`src/rtl/sipo_word_assembler.sv`:
```
// Serial-in, parallel-out word assembler.
// Collects qualified serial bits into N-bit words and holds each completed word
// in an output register with a valid/ready handshake. The shift register keeps
// assembling the next word while the previous one waits downstream.
module sipo_word_assembler #(
   parameter int unsigned N         = 4,
   parameter int unsigned MSB_FIRST = 1,
   localparam int unsigned CntW     = (N > 2) ? $clog2(N) : 1
) (
   input  logic            i_clk,
   input  logic            i_rst_n,
   input  logic            i_serial_in,
   input  logic            i_serial_valid,
   input  logic            i_clear,
   input  logic            i_word_ready,
   output logic [N-1:0]    o_parallel_out,
   output logic            o_word_valid,
   output logic            o_load,
   output logic [CntW-1:0] o_bit_count,
   output logic            o_overrun
);

   typedef enum logic [0:0] {StEmpty, StFull} hold_state_e;

   hold_state_e     state_q, state_d;
   logic [N-1:0]    sr_q, sr_d;
   logic [N-1:0]    sr_shift;
   logic [N-1:0]    hold_q, hold_d;
   logic [CntW-1:0] cnt_q, cnt_d;
   logic            overrun_q, overrun_d;
   logic            complete;
   logic            load_hold;
   logic            drop_word;

   // Shift path: next shift-register value and word-completion detect.
   always_comb begin
      sr_shift = sr_q;
      if (MSB_FIRST != 0) begin
         sr_shift = {sr_q[N-2:0], i_serial_in};
      end else begin
         sr_shift = {i_serial_in, sr_q[N-1:1]};
      end
      complete = i_serial_valid && (cnt_q == CntW'(N - 1));
   end

   // Next-state for the shift register and bit counter; clear wins over any bit.
   always_comb begin
      sr_d  = sr_q;
      cnt_d = cnt_q;
      if (i_clear) begin
         sr_d  = '0;
         cnt_d = '0;
      end else if (i_serial_valid) begin
         sr_d  = sr_shift;
         cnt_d = complete ? '0 : cnt_q + CntW'(1);
      end
   end

   // Holding FSM: state register.
   always_ff @(posedge i_clk or negedge i_rst_n) begin
      if (!i_rst_n) begin
         state_q <= StEmpty;
      end else begin
         state_q <= state_d;
      end
   end

   // Holding FSM: next state.
   always_comb begin
      state_d = state_q;
      if (i_clear) begin
         state_d = StEmpty;
      end else begin
         unique case (state_q)
            StEmpty: if (complete) state_d = StFull;
            // A completion with ready replaces the consumed word and stays full.
            StFull:  if (i_word_ready && !complete) state_d = StEmpty;
            default: state_d = StEmpty;
         endcase
      end
   end

   // Holding FSM: outputs and datapath controls.
   always_comb begin
      load_hold = 1'b0;
      drop_word = 1'b0;
      unique case (state_q)
         StEmpty: load_hold = complete;
         StFull: begin
            load_hold = complete && i_word_ready;
            drop_word = complete && !i_word_ready;
         end
         default: ;
      endcase
      o_word_valid = (state_q == StFull);
      // Combinational so downstream loads on the same edge it sees ready.
      o_load       = o_word_valid && i_word_ready;
   end

   // Holding register and sticky overrun next-state.
   always_comb begin
      hold_d    = hold_q;
      overrun_d = overrun_q;
      if (i_clear) begin
         hold_d    = '0;
         overrun_d = 1'b0;
      end else begin
         if (load_hold) hold_d = sr_shift;
         if (drop_word) overrun_d = 1'b1;
      end
   end

   // Datapath registers.
   always_ff @(posedge i_clk or negedge i_rst_n) begin
      if (!i_rst_n) begin
         sr_q      <= '0;
         cnt_q     <= '0;
         hold_q    <= '0;
         overrun_q <= 1'b0;
      end else begin
         sr_q      <= sr_d;
         cnt_q     <= cnt_d;
         hold_q    <= hold_d;
         overrun_q <= overrun_d;
      end
   end

   assign o_parallel_out = hold_q;
   assign o_bit_count    = cnt_q;
   assign o_overrun      = overrun_q;

endmodule

```
`config.mk`:
```
export PLATFORM = sky130hd
export DESIGN_NAME = sipo_word_assembler
export DESIGN_NICKNAME = d
export VERILOG_FILES = /design/src/rtl/sipo_word_assembler.sv
export SDC_FILE = /design/constraint.sdc
export NUM_CORES = 1
export LEC_CHECK = 0
export CORE_AREA = 5 5 42 44
export CTS_CLUSTER_SIZE = 25
export DETAILED_ROUTE_END_ITERATION = 10
export DIE_AREA = 0 0 47 49
export PLACE_DENSITY = 0.68
export SYNTH_ARGS = -nofsm -noshare
export SYNTH_HDL_FRONTEND = slang
export SYNTH_SLANG_ARGS = --single-unit
```
`constraint.sdc`:
```
create_clock -name i_clk -period 3.27 [get_ports i_clk]
set_input_delay 0.4905 -clock i_clk [delete_from_list [all_inputs] [get_ports i_clk]]
set_output_delay 0.4905 -clock i_clk [all_outputs]
set_load 0.01 [all_outputs]
```
# Word level (Yosys, flattened, before mapping)
# Index checks and enable logic that the tools add are counted.
# Widths: inputs -> output; s select.
# word_totals
wordCells	33
out_inout_bits	9
register_bits	11
input_bits	6
# classes
eq_ne	1
mux	15
reduce_logical	10
n_addsub	1
bitwise	1
# op_table
operator	count
$mux 4	2
$mux 1	6
$mux 2	3
$mux 3	2
$reduce_bool 2->1	3
$logic_and 1x1->1	5
$pmux 1 s2	2
$add 2x1->2 const B	1
$eq 2x2->1 const B	1
$logic_not 1->1	2
$not 1->1	1

# Logic depth before layout (Yosys ltp)
# depth
word_depth	7
depth_mapped	4
mapped_depth_nobuf	4

# Least setup slack after synthesis
# Ideal clock, no wire load.
# synth_path
path_type	input to output
startpoint	input i_word_ready
endpoint	output o_load
path_buffers	0
cell_stages	1
t_arrival_ps	637
t_required_ps	2779
setup_slack_ps	2143
cell_sequence	and2_1
# synth_via
elab_chain_cells	1
# synth_lines
item	line_no	text
start, declared	15	input logic i_word_ready,
$logic_and 1x1->1	97	o_load = o_word_valid && i_word_ready;
end, declared	18	output logic o_load,
# Every way passes these cells.

# Final worst setup path
# Same ends and word-level chain as after synthesis.

==> impl_results.md <==
* Remaining Overflow, GRT at 0
* Worst hold stages at 2
* Syn Area/Cell at 11.9 um2
* Maxcap violations at 0
* Highest clock rate at 464 MHz
* Unrepaired setup endpoints after global routing: no
* Seq/Total Area, Yosys at 0.513
* Vias in the first global route at 324
* Ant diodes at 0
* Worst Setup End Kind: output port
* CTS resizes at 0
* Period utilization at 0.659
* Die Width at 47 um
* Post-synth net total at 52
* Die area at 2300 um2
* P_int at 0.000204 W
* CORE AREA at 1400 um2
* Flop pwr share at 0.529
* Final Hold Fails at 0
* Initial antenna violation count at 0
* CTS sink count at 11
* First-pass iteration count of the detailed router at 3
* Post-CTS setup buffer count at 0
* CTS tree: done
* Post-Route Utilization at 0.504
* Reg2reg path depth at 4
* Hold buffers post-CTS at 0
* Rel. slew slack at 0.670
* Yosys reg bits at 11
* Layout cells sized above 1 at 0.0984
* HPWL after DPL at 625 um
* Buffers on Ports at 14
* Worst setup SP type: input pin
* Library cells used by synthesis at 13
* DR vias/cell at 4.48
* Largest net degree at the start of global routing at 16
* Power share of the clock group at 0.353
* Gr usage total at 0.0913
* Setup WS pre-CTS at 1.11 ns
* Run status: completed
* Wire length per cell at 11.4 um
* Worst-Skew Late Latency at 0.27 ns
* Ys Warns at 0
* Layout Nets at 69
* Worst-path clk slew at 0.07 ns
* Comb pwr share at 0.118
* Die H at 49 um
* Global routing usage on met3 at 0.0221
* Row cnt at 14
* Wirelength, routed at 881 um
* VDD IR max at 0.175 mV
* Sw Ratio at 0.244
* Starting density of the core at 0.383
* Met1 usage at 0.130
* Worst setup margin at 1.11 ns
* Antenna viol nets, final at 0
* Setup_tns at 0 ns
* Slew @ Worst Pin at 0.494 ns
* GR Util met2 at 0.113
* Initial DRC count at 5
* Mapped Area at 537 um2
* Synth top area cells: dfrtp_1, mux2i_1, nand2b_1
* I/O pins at 15
* Pins Over Slew Limit at 0
* Clock root buffer: clkbuf_4
* Via count at 345
* PwrDens at 381 nW/um2
* Drt drc at 0
* Setup violators final at 0
* P&R area growth vs syn at 31.7%
* H-tree levels at 1
* Hold Path Class: flop to flop
* Global placement routability congestion at 0.681
* Leakage at 0.310 nW
* Most used routing layer in global routing: met1
* Clock skew at 0.000552 ns
* Total CTS buffers at 3
* First-pass GRT wire length at 1500 um
* Crit path kind: input pin to output port
* Worst Path Required at 2.78 ns
* Final Hold Slack at 0.499 ns
* Psw at 0.0000659 W
* Yosys top cell area share at 0.513
* Cells after Synth at 45
* Worst Path Max Fanout at 2
* Cell taking the most area after synthesis: dfrtp_1
* Crit path time final at 2.16 ns
* WP data arrival at 1.66 ns
* Max Root-Sink Buffers at 2
==> power by group through the flow <==
stage                      Clock, W  Sequential (W)  Combinational, W
after floorplan                   0        0.000146         0.0000159
after global placement            0        0.000145         0.0000324
after detailed placement          0        0.000145         0.0000325
after CTS                 0.0000955        0.000143         0.0000325
after global routing       0.000105        0.000143         0.0000352
final                     0.0000952        0.000143         0.0000318
==> worst paths after layout <==
kind	startpoint	endpoint	slack, ns
max	i_word_ready	o_load	1.11
min	o_overrun	o_overrun	0.50
max reg2reg	o_bit_count[0]	o_parallel_out[1]	2.12
min reg2reg	o_overrun	o_overrun	0.50
max in group asynchronous	i_rst_n	sr_q[0]	2.39
min in group asynchronous	i_rst_n	o_parallel_out[0]	0.55
==> cell families (layout without fill, tap and decap cells) <==
group / count (synthesis) / count (layout) / synth area share
and+or+nand+nor: 20 / 20 / 0.245
buffers and inverters: 2 / 18 / 0.0303
DFF: 11 / 11 / 0.513
AOI/OAI and AO/OA: 2 / 2 / 0.0210
muxes: 9 / 9 / 0.168
adders and majority gates: 1 / 1 / 0.0233
==> cells in the mapped netlist, drive strengths merged <==
| library cell | n |
|---|---|
| nor2 | 9 |
| nand2b | 8 |
| nand2 | 1 |
| nor2b | 1 |
| dfrtp | 11 |
| mux2i | 9 |
| ha | 1 |
| a21oi | 1 |
| a31oi | 1 |
| and2 | 1 |
| buf | 2 |
==> metrics by stage <==
stage	power, W	instance area, um2	std cells
2_1_floorplan	0.000162	537	45
3_3_place_gp	0.000178	681	73
3_5_place_dp	0.000178	681	73
4_1_cts	0.000271	707	77
5_1_grt	0.000284	707	77
6_report	0.000270	707	77
==> layout make-up <==
cell class                 instances  area, um2
fill                             136        694
multi-input combinational         32        245
clock buffer                       4       26.3
tap                               16       20.0
sequential                        11        275
timing repair buffer              14        140
==> cell usage in the layout (no fill, tap or decap) <==
master / instances
a21oi_1: 1
clkbuf_4: 3
nor2b_4: 1
nor2_8: 1
clkdlybuf4s50_1: 14
ha_1: 1
nor2_1: 8
clkbuf_1: 1
and2_1: 1
dfrtp_1: 11
a31oi_1: 1
nand2_4: 1
nand2b_1: 8
mux2i_1: 9
==> state kept, by name, indices dropped and copies added, names as in the netlist <==
register	count
o_bit_count	2
o_word_valid	1
o_parallel_out	4
o_overrun	1
sr_q	3
==> layer usage <==
layer | up-vias | wire length [um]
li1 | 181 | -
met1 | 154 | 465
met2 | 8 | 355
met3 | 2 | 44
met4 | 0 | 15
met5 | - | 0
==> worst max-delay path: stages <==
cell,delay [ns]
clkdlybuf4s50_1,0.52
and2_1,0.13
clkdlybuf4s50_1,0.52
Note: power is estimated with default switching activity, not from simulation.
